**config.mk**
```make
export PLATFORM = sky130hd
export DESIGN_NAME = cfg_demux_flat
export DESIGN_NICKNAME = d
export VERILOG_FILES = /design/src/rtl/cfg_demux_if.sv /design/src/rtl/cfg_demux.sv /design/src/flat_wrapper.sv
export SDC_FILE = /design/constraint.sdc
export NUM_CORES = 1
export LEC_CHECK = 0
export CORE_MARGIN = 2
export CORE_UTILIZATION = 50
export CTS_BUF_LIST = sky130_fd_sc_hd__clkbuf_16
export DETAILED_ROUTE_END_ITERATION = 7
export DONT_BUFFER_PORTS = 1
export PLACE_DENSITY = 0.71
export SYNTH_ARGS = -nofsm -noshare
export SYNTH_HDL_FRONTEND = slang
export SYNTH_SLANG_ARGS = --single-unit
```
**constraint.sdc**
```tcl
create_clock -name clk -period 2 [get_ports clk]
set_clock_uncertainty 0.15 [all_clocks]
set_input_delay 0.4 -clock clk [delete_from_list [all_inputs] [get_ports clk]]
set_output_delay 0.4 -clock clk [all_outputs]
set_load 0.02 [all_outputs]
```
**src/rtl/cfg_demux_if.sv**
```systemverilog
// ---------------------------------------------------------------------------
// cfg_demux_if
//   Pin-side bundle of the configuration demultiplexer.
//   master : host side, drives din/addr/wr_stb/ld_stb and observes results.
//   slave  : cfg_demux side.
//   Signals
//     din          write data byte from the pins
//     addr         byte select 0..3 for the write
//     wr_stb       asynchronous write strobe (rising edge acts)
//     ld_stb       asynchronous load strobe (rising edge acts)
//     q0..q3       active configuration registers
//     all_written  all four shadow bytes written since reset
//     wr_cnt       accepted write count, wraps 255 -> 0
//     rd_data      shadow readback (zero when readback is not built)
// ---------------------------------------------------------------------------
interface cfg_demux_if #(
    parameter int DATA_W = 8
);
    logic [DATA_W-1:0] din;
    logic [1:0]        addr;
    logic              wr_stb;
    logic              ld_stb;
    logic [DATA_W-1:0] q0;
    logic [DATA_W-1:0] q1;
    logic [DATA_W-1:0] q2;
    logic [DATA_W-1:0] q3;
    logic              all_written;
    logic [7:0]        wr_cnt;
    logic [DATA_W-1:0] rd_data;

    modport master (
        output din, addr, wr_stb, ld_stb,
        input  q0, q1, q2, q3, all_written, wr_cnt, rd_data
    );

    modport slave (
        input  din, addr, wr_stb, ld_stb,
        output q0, q1, q2, q3, all_written, wr_cnt, rd_data
    );
endinterface

```
**src/rtl/cfg_demux.sv**
```systemverilog
// ---------------------------------------------------------------------------
// cfg_demux
//   Routes bytes from the input pins into four configuration registers.
//   Pin strobes are synchronised and edge-detected; each write edge stores
//   one byte in a shadow bank, each load edge copies the whole shadow bank
//   into the active bank (q0..q3) in a single cycle.
//   Optional feature macro: CFG_DEMUX_READBACK_EN
//     defined   : rd_data is a registered readback of shadow[addr]
//     undefined : rd_data is tied to zero
//   Ports
//     clk    system clock
//     rst_n  asynchronous active-low reset
//     bus    cfg_demux_if.slave (din, addr, wr_stb, ld_stb, q0..q3,
//            all_written, wr_cnt, rd_data)
// ---------------------------------------------------------------------------
module cfg_demux #(
    parameter int                DATA_W      = 8,
    parameter int                SYNC_STAGES = 2,
    parameter logic [DATA_W-1:0] RESET_VAL   = '0
) (
    input  logic      clk,
    input  logic      rst_n,
    cfg_demux_if.slave bus
);
    localparam int S = SYNC_STAGES;

    // Strobe synchronisers, edge history and arming
    logic [S-1:0] wr_sync_q, ld_sync_q;
    logic         wr_prev_q, ld_prev_q;
    logic         sampled_q;
    logic         wr_armed_q, ld_armed_q;

    // din/addr delay line, same depth as the strobe synchronisers
    logic [DATA_W-1:0] din_pipe_q  [S];
    logic [1:0]        addr_pipe_q [S];

    logic [3:0][DATA_W-1:0] shadow_q, shadow_d;
    logic [3:0][DATA_W-1:0] act_q, act_d;
    logic [3:0]             mask_q, mask_d;
    logic                   aw_q, aw_d;
    logic [7:0]             cnt_q, cnt_d;

    logic              wr_sync, ld_sync;
    logic              wr_edge, ld_edge;
    logic [DATA_W-1:0] din_dly;
    logic [1:0]        addr_dly;

    assign wr_sync  = wr_sync_q[S-1];
    assign ld_sync  = ld_sync_q[S-1];
    assign din_dly  = din_pipe_q[S-1];
    assign addr_dly = addr_pipe_q[S-1];

    // A strobe only becomes armed once a low level has been sampled after
    // reset, so a strobe held high across reset release never fires.
    assign wr_edge = wr_sync & ~wr_prev_q & wr_armed_q;
    assign ld_edge = ld_sync & ~ld_prev_q & ld_armed_q;

    always_ff @(posedge clk or negedge rst_n) begin
        if (!rst_n) begin
            wr_sync_q  <= '0;
            ld_sync_q  <= '0;
            wr_prev_q  <= 1'b0;
            ld_prev_q  <= 1'b0;
            sampled_q  <= 1'b0;
            wr_armed_q <= 1'b0;
            ld_armed_q <= 1'b0;
        end else begin
            wr_sync_q  <= {wr_sync_q[S-2:0], bus.wr_stb};
            ld_sync_q  <= {ld_sync_q[S-2:0], bus.ld_stb};
            wr_prev_q  <= wr_sync;
            ld_prev_q  <= ld_sync;
            sampled_q  <= 1'b1;
            // stage 0 holds a genuine pin sample only once sampled_q is set
            wr_armed_q <= wr_armed_q | (sampled_q & ~wr_sync_q[0]);
            ld_armed_q <= ld_armed_q | (sampled_q & ~ld_sync_q[0]);
        end
    end

    // Data delay line carries no control meaning, so it is not reset
    always_ff @(posedge clk) begin
        din_pipe_q[0]  <= bus.din;
        addr_pipe_q[0] <= bus.addr;
        for (int i = 1; i < S; i++) begin
            din_pipe_q[i]  <= din_pipe_q[i-1];
            addr_pipe_q[i] <= addr_pipe_q[i-1];
        end
    end

    always_comb begin
        shadow_d = shadow_q;
        act_d    = act_q;
        mask_d   = mask_q;
        aw_d     = aw_q;
        cnt_d    = cnt_q;
        if (wr_edge) begin
            shadow_d[addr_dly] = din_dly;
            mask_d[addr_dly]   = 1'b1;
            cnt_d              = cnt_q + 8'd1;
            aw_d               = aw_q | (&mask_d);
        end
        // Load from the post-write bank so a coincident write is included
        if (ld_edge) begin
            act_d = shadow_d;
        end
    end

    always_ff @(posedge clk or negedge rst_n) begin
        if (!rst_n) begin
            shadow_q <= {4{RESET_VAL}};
            act_q    <= {4{RESET_VAL}};
            mask_q   <= '0;
            aw_q     <= 1'b0;
            cnt_q    <= '0;
        end else begin
            shadow_q <= shadow_d;
            act_q    <= act_d;
            mask_q   <= mask_d;
            aw_q     <= aw_d;
            cnt_q    <= cnt_d;
        end
    end

    assign bus.q0          = act_q[0];
    assign bus.q1          = act_q[1];
    assign bus.q2          = act_q[2];
    assign bus.q3          = act_q[3];
    assign bus.all_written = aw_q;
    assign bus.wr_cnt      = cnt_q;

`ifdef CFG_DEMUX_READBACK_EN
    logic [DATA_W-1:0] rd_q;

    always_ff @(posedge clk or negedge rst_n) begin
        if (!rst_n) begin
            rd_q <= '0;
        end else begin
            rd_q <= shadow_q[addr_dly];
        end
    end

    assign bus.rd_data = rd_q;
`else
    assign bus.rd_data = {DATA_W{1'b0}};
`endif

endmodule

```
**src/flat_wrapper.sv**
```systemverilog
// flat-port wrapper written by rule: the top's interface ports become plain ports
module cfg_demux_flat 
#(
    parameter int                DATA_W      = 8,
    parameter int                SYNC_STAGES = 2,
    parameter logic [DATA_W-1:0] RESET_VAL   = '0
)
  (clk, rst_n, bus_din, bus_addr, bus_wr_stb, bus_ld_stb, bus_q0, bus_q1, bus_q2, bus_q3, bus_all_written, bus_wr_cnt, bus_rd_data);
  cfg_demux_if #(.DATA_W(DATA_W)) bus_i ();
  input  logic clk;
  input  logic rst_n;
  input wire logic [$bits(bus_i.din)-1:0] bus_din;
  input wire logic [$bits(bus_i.addr)-1:0] bus_addr;
  input wire logic [$bits(bus_i.wr_stb)-1:0] bus_wr_stb;
  input wire logic [$bits(bus_i.ld_stb)-1:0] bus_ld_stb;
  output wire logic [$bits(bus_i.q0)-1:0] bus_q0;
  output wire logic [$bits(bus_i.q1)-1:0] bus_q1;
  output wire logic [$bits(bus_i.q2)-1:0] bus_q2;
  output wire logic [$bits(bus_i.q3)-1:0] bus_q3;
  output wire logic [$bits(bus_i.all_written)-1:0] bus_all_written;
  output wire logic [$bits(bus_i.wr_cnt)-1:0] bus_wr_cnt;
  output wire logic [$bits(bus_i.rd_data)-1:0] bus_rd_data;
  assign bus_i.din = bus_din;
  assign bus_i.addr = bus_addr;
  assign bus_i.wr_stb = bus_wr_stb;
  assign bus_i.ld_stb = bus_ld_stb;
  assign bus_q0 = bus_i.q0;
  assign bus_q1 = bus_i.q1;
  assign bus_q2 = bus_i.q2;
  assign bus_q3 = bus_i.q3;
  assign bus_all_written = bus_i.all_written;
  assign bus_wr_cnt = bus_i.wr_cnt;
  assign bus_rd_data = bus_i.rd_data;
  cfg_demux #(.DATA_W(DATA_W), .SYNC_STAGES(SYNC_STAGES), .RESET_VAL(RESET_VAL)) u_core (.clk(clk), .rst_n(rst_n), .bus(bus_i));
endmodule
```
==> results of run 1 <==
## routing by layer
layer,share of wire,global-route usage,up-vias
li1,-,-,1285
met1,0.43,0.255,1320
met2,0.47,0.299,105
met3,0.087,0.0612,6
met4,0.0099,0.0576,0
met5,0,0,-
## cell families (layout without fill, tap and decap cells)
logic type	Yosys count	count (layout)	share of synthesized area
other cells	2	9	0.00189
buf+inv	34	38	0.0550
fa+ha+maj	1	1	0.00315
compound gates	121	121	0.167
xor+xnor	7	7	0.0154
simple gates	102	102	0.115
flops	106	106	0.642
## cell usage in the layout, fill, tap and decap left out, types with 2 or more instances in the layout
| master | instances |
|---|---|
| dfrtp_1 | 86 |
| o21ai_0 | 54 |
| nand2_1 | 38 |
| nor2_1 | 36 |
| a31oi_1 | 32 |
| a21oi_1 | 26 |
| dfxtp_1 | 20 |
| dlygate4sd3_1 | 12 |
| clkbuf_16 | 10 |
| nand3_1 | 9 |
| conb_1 | 9 |
| buf_4 | 6 |
| o21ai_1 | 4 |
| a21o_1 | 4 |
| xnor2_1 | 4 |
| or2_2 | 3 |
| nand4_1 | 3 |
| xor2_1 | 3 |
| inv_8 | 3 |
| nor2b_1 | 2 |
| nand2b_1 | 2 |
| and3b_1 | 2 |
| inv_1 | 2 |
| nor3_1 | 2 |
| clkinv_4 | 2 |
| buf_12 | 2 |
## worst min-delay path by stage
stage	startpoint	end
global route	rst_n	u_core.bus.wr_cnt[0]
finish	rst_n	u_core.bus.wr_cnt[5]
global placement	rst_n	u_core.wr_sync_q[0]
CTS	rst_n	u_core.bus.wr_cnt[0]
floorplan	rst_n	u_core.bus.all_written
detailed placement	rst_n	u_core.ld_sync_q[0]
## power by group
part           switching, µW  total (µW)  internal (µW)
sequential               458        2920           2460
clock                    801        1750            947
combinational            303         523            220
total                   1560        5190           3630
## sequential cells by signal (all words and copies together), names as in the netlist, 2 cells and up
signal	flops
u_core.mask_q	4
u_core.bus.q3	8
u_core.ld_sync_q	2
u_core.wr_sync_q	2
u_core.bus.wr_cnt	8
u_core.addr_pipe_q	4
u_core.bus.q1	8
u_core.shadow_q	32
u_core.bus.q2	8
u_core.bus.q0	8
u_core.din_pipe_q	16
## cell type report
cell class	count	area (µm²)
Clock buffer	10	250
Tap cell	102	128
Sequential cell	106	2550
Clock inverter	6	55.1
Fill cell	654	3300
Timing Repair Buffer	20	205
Multi-Input combinational cell	240	1230
Inverter	2	7.51
## worst max-delay path: stages, from the launching register on
cell and delay [ns]:
dfrtp_1 0.38, nand3b_4 0.17, buf_12 0.18, o21ai_0 0.29, o21ai_0 0.14
## per-stage QoR
stage          utilization  instance area (µm²)
2_1_floorplan            -                 4000
3_3_place_gp         0.518                 4010
3_5_place_dp         0.518                 4010
4_1_cts              0.573                 4430
5_1_grt              0.573                 4430
6_report             0.573                 4430
==> results.txt, run 1 <==
* Post-layout power: 5190 µW
* Cell taking the most area after synthesis: dfrtp_1
- Buffer count from post-CTS setup fixing: 0
* Largest net degree at the start of global routing: slightly below 90
- The finished layout holds 486 standard cells, fillers aside.
- Maximum VDD drop: 616 µV
- Status: complete, but fails checks
- Register-to-register setup slack: 0.55 ns
- Of all flip-flops after synthesis, the portion carrying an async set or reset was 0.811.
- Static timing analysis puts the maximum clock frequency at 689 MHz.
* All-layer global routing usage: 0.190
* Number of port buffers: 0
- Post-DRT Antenna Nets: 0
* Post-Place Cells: 458
- Clk buf depth: 2
* Wire length of the first global-routing pass: about 13000 µm
- Routed vias: 2716
* Routability Congestion: 0.764
- In the synthesized netlist, the number of instances is 373.
- Each instance of the synthesized netlist takes up on average 10.7 µm².
- Antenna cells: 0
- Setup repair after global routing left no endpoint under its margin.
- Final worst setup slack: 0.549 ns
- Routed length per placed instance: 16.2 µm
* Period utilization: 0.725
- Before antenna repair, the detailed router went through 6 iterations.
* Total length of routed wires: 7880 µm
- Before CTS, the worst setup slack after placement is between 0.5 and 0.6 ns.
- The count of final hold-check violations came to 86.
* CP startpoint kind: flip-flop
* Endpoint of the lowest-slack register-to-register path: u_core.shadow_q[9]
- DRC violations left: 0
* Summed negative setup slack over all endpoints: 0 ns
- Commonest cells post-synth: dfrtp_1 (86), o21ai_0 (54), nand2_1 (38), nor2_1 (36), a31oi_1 (32)
* Most frequently used cell type in the post-synthesis netlist: dfrtp_1
- For this design, the CTS-stage hold fixing added 12 buffers.
- Die Span Y: 93.2 µm
- Grt ovf: 0
- By startpoint and endpoint, the worst setup path is classified as reg2reg.
- The die is 93.2 µm wide.
- The H-tree was split into 3 levels.
- For this run, the number of Yosys warnings is 0.
- Power per cell area: between 1000 and 1500 nW/µm²
- Number of global-route vias before repair: 2519
* Violated checks: hold timing
* Area of the die: between 8000 and 9000 µm²
- Area overhead of the layout relative to synthesis: 11.4%
* Critical Path RT: 2.06 ns
- Count of clock tree sinks: 106
* Number of CTS-inserted buffers: 9
* Number of antenna violations at the first check in global routing: 0
- In this run the worst path has a maximum fanout of 46.
* Core region area: ~7700 µm²
* Clk Tree Root Cell: clkbuf_16
- Pleak: 0.00191 µW
- Count of unique library cells instantiated by Yosys: 32
* Total count of max-transition violations in the final report: 0
- Setup violations remaining at the end of the flow were counted as 0.
* Synth top area share: 0.541
* Sequential area share after synthesis: 0.642
- Boundary pin count: between 60 and 70
* Final Hold Slack: -0.404 ns
* Critical path startpoint: u_core.wr_prev_q
- CTS tree: yes
* Crit path to: u_core.shadow_q[9]
- Detailed placer's ending HPWL: 4780 µm
- Post-synth top flop: dfrtp_1
- Effective utilization at floorplan: 0.515
- The smallest clock period supported by the final layout is computed as 1.45 ns.
- Crit. End Element: flip-flop
- Drt first-iter violations: roughly 170
* Worst EP arrival: 1.51 ns
- FF-to-FF path depth: 4
- Post-Synthesis Cell Area: slightly below 4000 µm²
- The tool flagged a number of max-cap violations equal to 0.
* Worst flop-to-flop path startpoint: u_core.wr_prev_q
- Clock transition at the registers of the reported paths: 0.07 ns
- Number of gates resized after CTS: 0
* Fraction of final layout cells sized beyond drive strength 1: 0.0755
* Total of flip-flops plus latches after synthesis: about 110
- At the end of the flow, the number of nets in the layout was 394.
* Insertion delay to the later sink of the worst-skew pair: ~0.34 ns
- The min-delay analysis places its worst path in the category in2async.
* Biggest area contributors in the synthesized netlist: dfrtp_1 (54%), dfxtp_1 (10%), o21ai_0 (6.8%)
* Num rows: 32
* Average vias per placed instance: around 5.6
- In this run, synthesis inferred 0 flip-flops with an integrated enable.
Note: power is estimated with default switching activity, not from simulation.
==> run 2: changes to the inputs <==
- PLACE_DENSITY: 0.71 -> 0.74
- clock period: 2 -> 1.2 ns (I/O delays scaled with it)
==> run 2 against run 1 <==
  * The flow finishes with violations (hold timing, setup timing)
  * Critical path type unchanged
  * First-iteration DRC count grew 47%
  * Fmax is 0.57% higher
  * Hold slack worse by 0.16 ns
  * Critical path depth is the same
  * Largest power group unchanged
  * Non-clock buffer count increased by 35
  * Combinational power grew to 3.5 times the previous value
  * Highest routed layer unchanged
  * Cell count rose by 7.2%
==> results.txt, run 2 (synthesized netlist as in run 1, its figures left out) <==
- Status: complete, but fails checks (unchanged)
- Violated checks: hold timing, setup timing (was hold timing)
- Largest register by flop count: u_core.shadow_q (unchanged)
* Minimum clock period: 1.44 ns (was 1.45 ns)
* Fin cells: 521 (was 486)
- DRT met1 WL: 3720 µm (was 3410 µm)
- Antenna cells: 0 (unchanged)
* Largest net degree at the start of global routing: 87 (unchanged)
- Total count of max-transition violations in the final report: 0 (unchanged)
- The number of clock sinks came to 106 (unchanged).
* Critical Path RT: 1.27 ns (was 2.06 ns)
* Most common library cell in the layout ignoring fill and taps: dfrtp_1 (unchanged)
* Max_cap viols: 0 (unchanged)
- Area of the die: 8680 µm² (unchanged)
- Period utilization: 1.20 (was 0.725)
- The placed cell area came to 4270 µm² (was 4010 µm²).
* Hold-fix buffer count after cts: 12 (unchanged)
- The number of vias in the routed layout came to 3028 (was 2716).
* Number of CTS-inserted buffers: 9 (unchanged)
* Maximum VDD drop: 1180 µV (was 616 µV)
* First-pass iteration count of the detailed router: 4 (was 6)
* Power per cell area: 1800 nW/µm² (was 1170 nW/µm²)
- The initial core utilization was 0.515 (unchanged).
* Number of global-route vias before repair: 2940 (was 2519)
- The final cell utilization of the core is 0.687 (was 0.573).
* Number of nets in the layout: 429 (was 394)
- Num rows: 32 (unchanged)
* Uppermost layer routed: met4 (unchanged)
* Worst EP arrival: 1.52 ns (was 1.51 ns)
- Crit. End Element: flip-flop (unchanged)
* Pleak: 0.00219 µW (was 0.00191 µW)
* Boundary pin count: 63 (unchanged)
- Hold Fails Final Rpt: 86 (unchanged)
- Maximum clock rate: 693 MHz (was 689 MHz)
- Min-delay worst type: in2async (unchanged)
- Grt ovf: 0 (unchanged)
- The endpoint of the worst-slack reg-to-reg timing path is u_core.shadow_q[8] (was u_core.shadow_q[9]).
- Final worst setup slack: -0.243 ns (was 0.549 ns)
- Final setup violation count: 87 (was 0)
- The number of buffers added on ports came to 0 (unchanged).
- The number of instances in the placed design came to 481 (was 458).
- The source of the worst register-to-register timing path was u_core.wr_prev_q (unchanged).
* Detailed placer's ending HPWL: 5300 µm (was 4780 µm)
- The depth of the most critical reg-to-reg path came to 4 (unchanged).
- The routed via count divided by cell count is 5.81 (was 5.59).
- Fraction of final layout cells sized beyond drive strength 1: 0.391 (was 0.0755)
- Die Span Y: 93.2 µm (unchanged)
* Registers with the highest flip-flop counts: u_core.shadow_q x32, u_core.din_pipe_q x16 (unchanged)
* DIE WIDTH: 93.2 µm (unchanged)
* Final design area excluding fillers: 5310 µm² (was 4430 µm²)
- The critical-path maximum fanout is 25 (was 46).
* Drt first-iter violations: 254 (was 173)
* Setup repair after global routing missed its margin: true (was false)
* Register-to-register setup slack: -0.24 ns (was 0.55 ns)
- Met2 layer wire length in the routed design: 4960 µm (was 3710 µm)
- The CTS tree is yes (unchanged).
- Area overhead of the layout relative to synthesis: 33.4% (was 11.4%)
- Clock transition at the registers of the reported paths: 0.08 ns (was 0.07 ns)
* Post-layout power: 9560 µW (was 5190 µW)
- Total length of routed wires: 9670 µm (was 7880 µm)
* Wire length of the first global-routing pass: 15000 µm (was 12800 µm)
- Number of flip-flops under the largest register name: 32 (unchanged)
* Commonest cells after routing, fill and taps aside: dfrtp_1 (53), nand2_1 (37), nor2_1 (34) (was dfrtp_1 (86), o21ai_0 (54), nand2_1 (38))
* Post-DRT Antenna Nets: 0 (unchanged)
* Critical path class: reg2reg (unchanged)
- Core region area: 7730 µm² (unchanged)
* CTS H-tree lvls: 3 (unchanged)
- The post-route DRC violation count is 0 (unchanged).
* Final Hold Slack: -0.563 ns (was -0.404 ns)
- The number of buffers on the longest clock path came to 2 (unchanged).
- Routability Congestion: 0.776 (was 0.764)
- The fill cell instance count of the final layout was 487 (was 654).
* Insertion delay to the later sink of the worst-skew pair: 0.35 ns (was 0.34 ns)
- The setup slack after placement is -0.280 ns (was 0.564 ns).
* CP startpoint kind: flip-flop (unchanged)
* Clk Tree Root Cell: clkbuf_16 (unchanged)
- The number of antenna violations at the first check in global routing came to 0 (unchanged).
- The worst setup path startpoint is u_core.wr_prev_q (unchanged).
- All-layer global routing usage: 0.226 (was 0.190)
- Total met3 wirelength after detailed routing: 805 µm (was 685 µm)
* Routed length per placed instance: 18.6 µm (was 16.2 µm)
## run 2: timing repair
item	4_1_cts	5_1_grt
hold endpoints to repair	98	86
setup buffers	10	0
pin swaps	8	22
setup endpoints to repair	111	118
gates cloned	1	1
resized for setup	94	51
## run 2: stage by stage
step                hold WS [ns]  TNS [ns]
floorplan                 -0.206     -4.25
global placement          -0.203     -9.20
detailed placement        -0.204    -12.11
CTS                       -0.573    -12.09
global route              -0.573    -19.38
finish                    -0.563    -13.98
## run 2: worst max-delay path by stage
| stage | depth (start not counted) | end |
|---|---|---|
| final | 4 | u_core.shadow_q[8] |
| after global placement | 4 | u_core.bus.q2[3] |
| after CTS | 4 | u_core.bus.q1[0] |
| after detailed placement | 4 | u_core.shadow_q[8] |
| after floorplan | 4 | u_core.bus.q0[0] |
| after global routing | 4 | u_core.bus.q2[0] |
## run 2: where the power goes
group	total (µW)	internal [µW]	switching [µW]	leakage (µW)
Combinational	1840	876	968	0.000880
Clock	2870	1460	1410	0.000146
Sequential	4840	4150	688	0.00116
## run 2: critical path: stages (launching register included)
cell      delay, ns
dfrtp_1        0.38
nand3b_4       0.26
buf_12         0.23
o21ai_2        0.17
o21ai_0        0.12
## run 2: metal layers
layer,up-vias,global-route usage
met5,-,0
met1,1500,0.296
met3,16,0.0443
li1,1366,-
met2,146,0.365
met4,0,0.105
## run 2: area by class of cell
cell class                      count  area (µm²)  area share
Clock buffer                        9         225      0.0424
Clock inverter                      7        68.8      0.0130
Inverter                            2        7.51     0.00141
Multi-Input combinational cell    240        1660       0.313
Sequential cell                   106        2600       0.489
Tap cell                          102         128      0.0240
Timing Repair Buffer               55         621       0.117
==> run 3: changes to the inputs <==
- CTS_CLUSTER_DIAMETER: default -> 60
==> results of run 3 <==
Same layout as run 2: the final DEF is identical, and so are final timing and power.
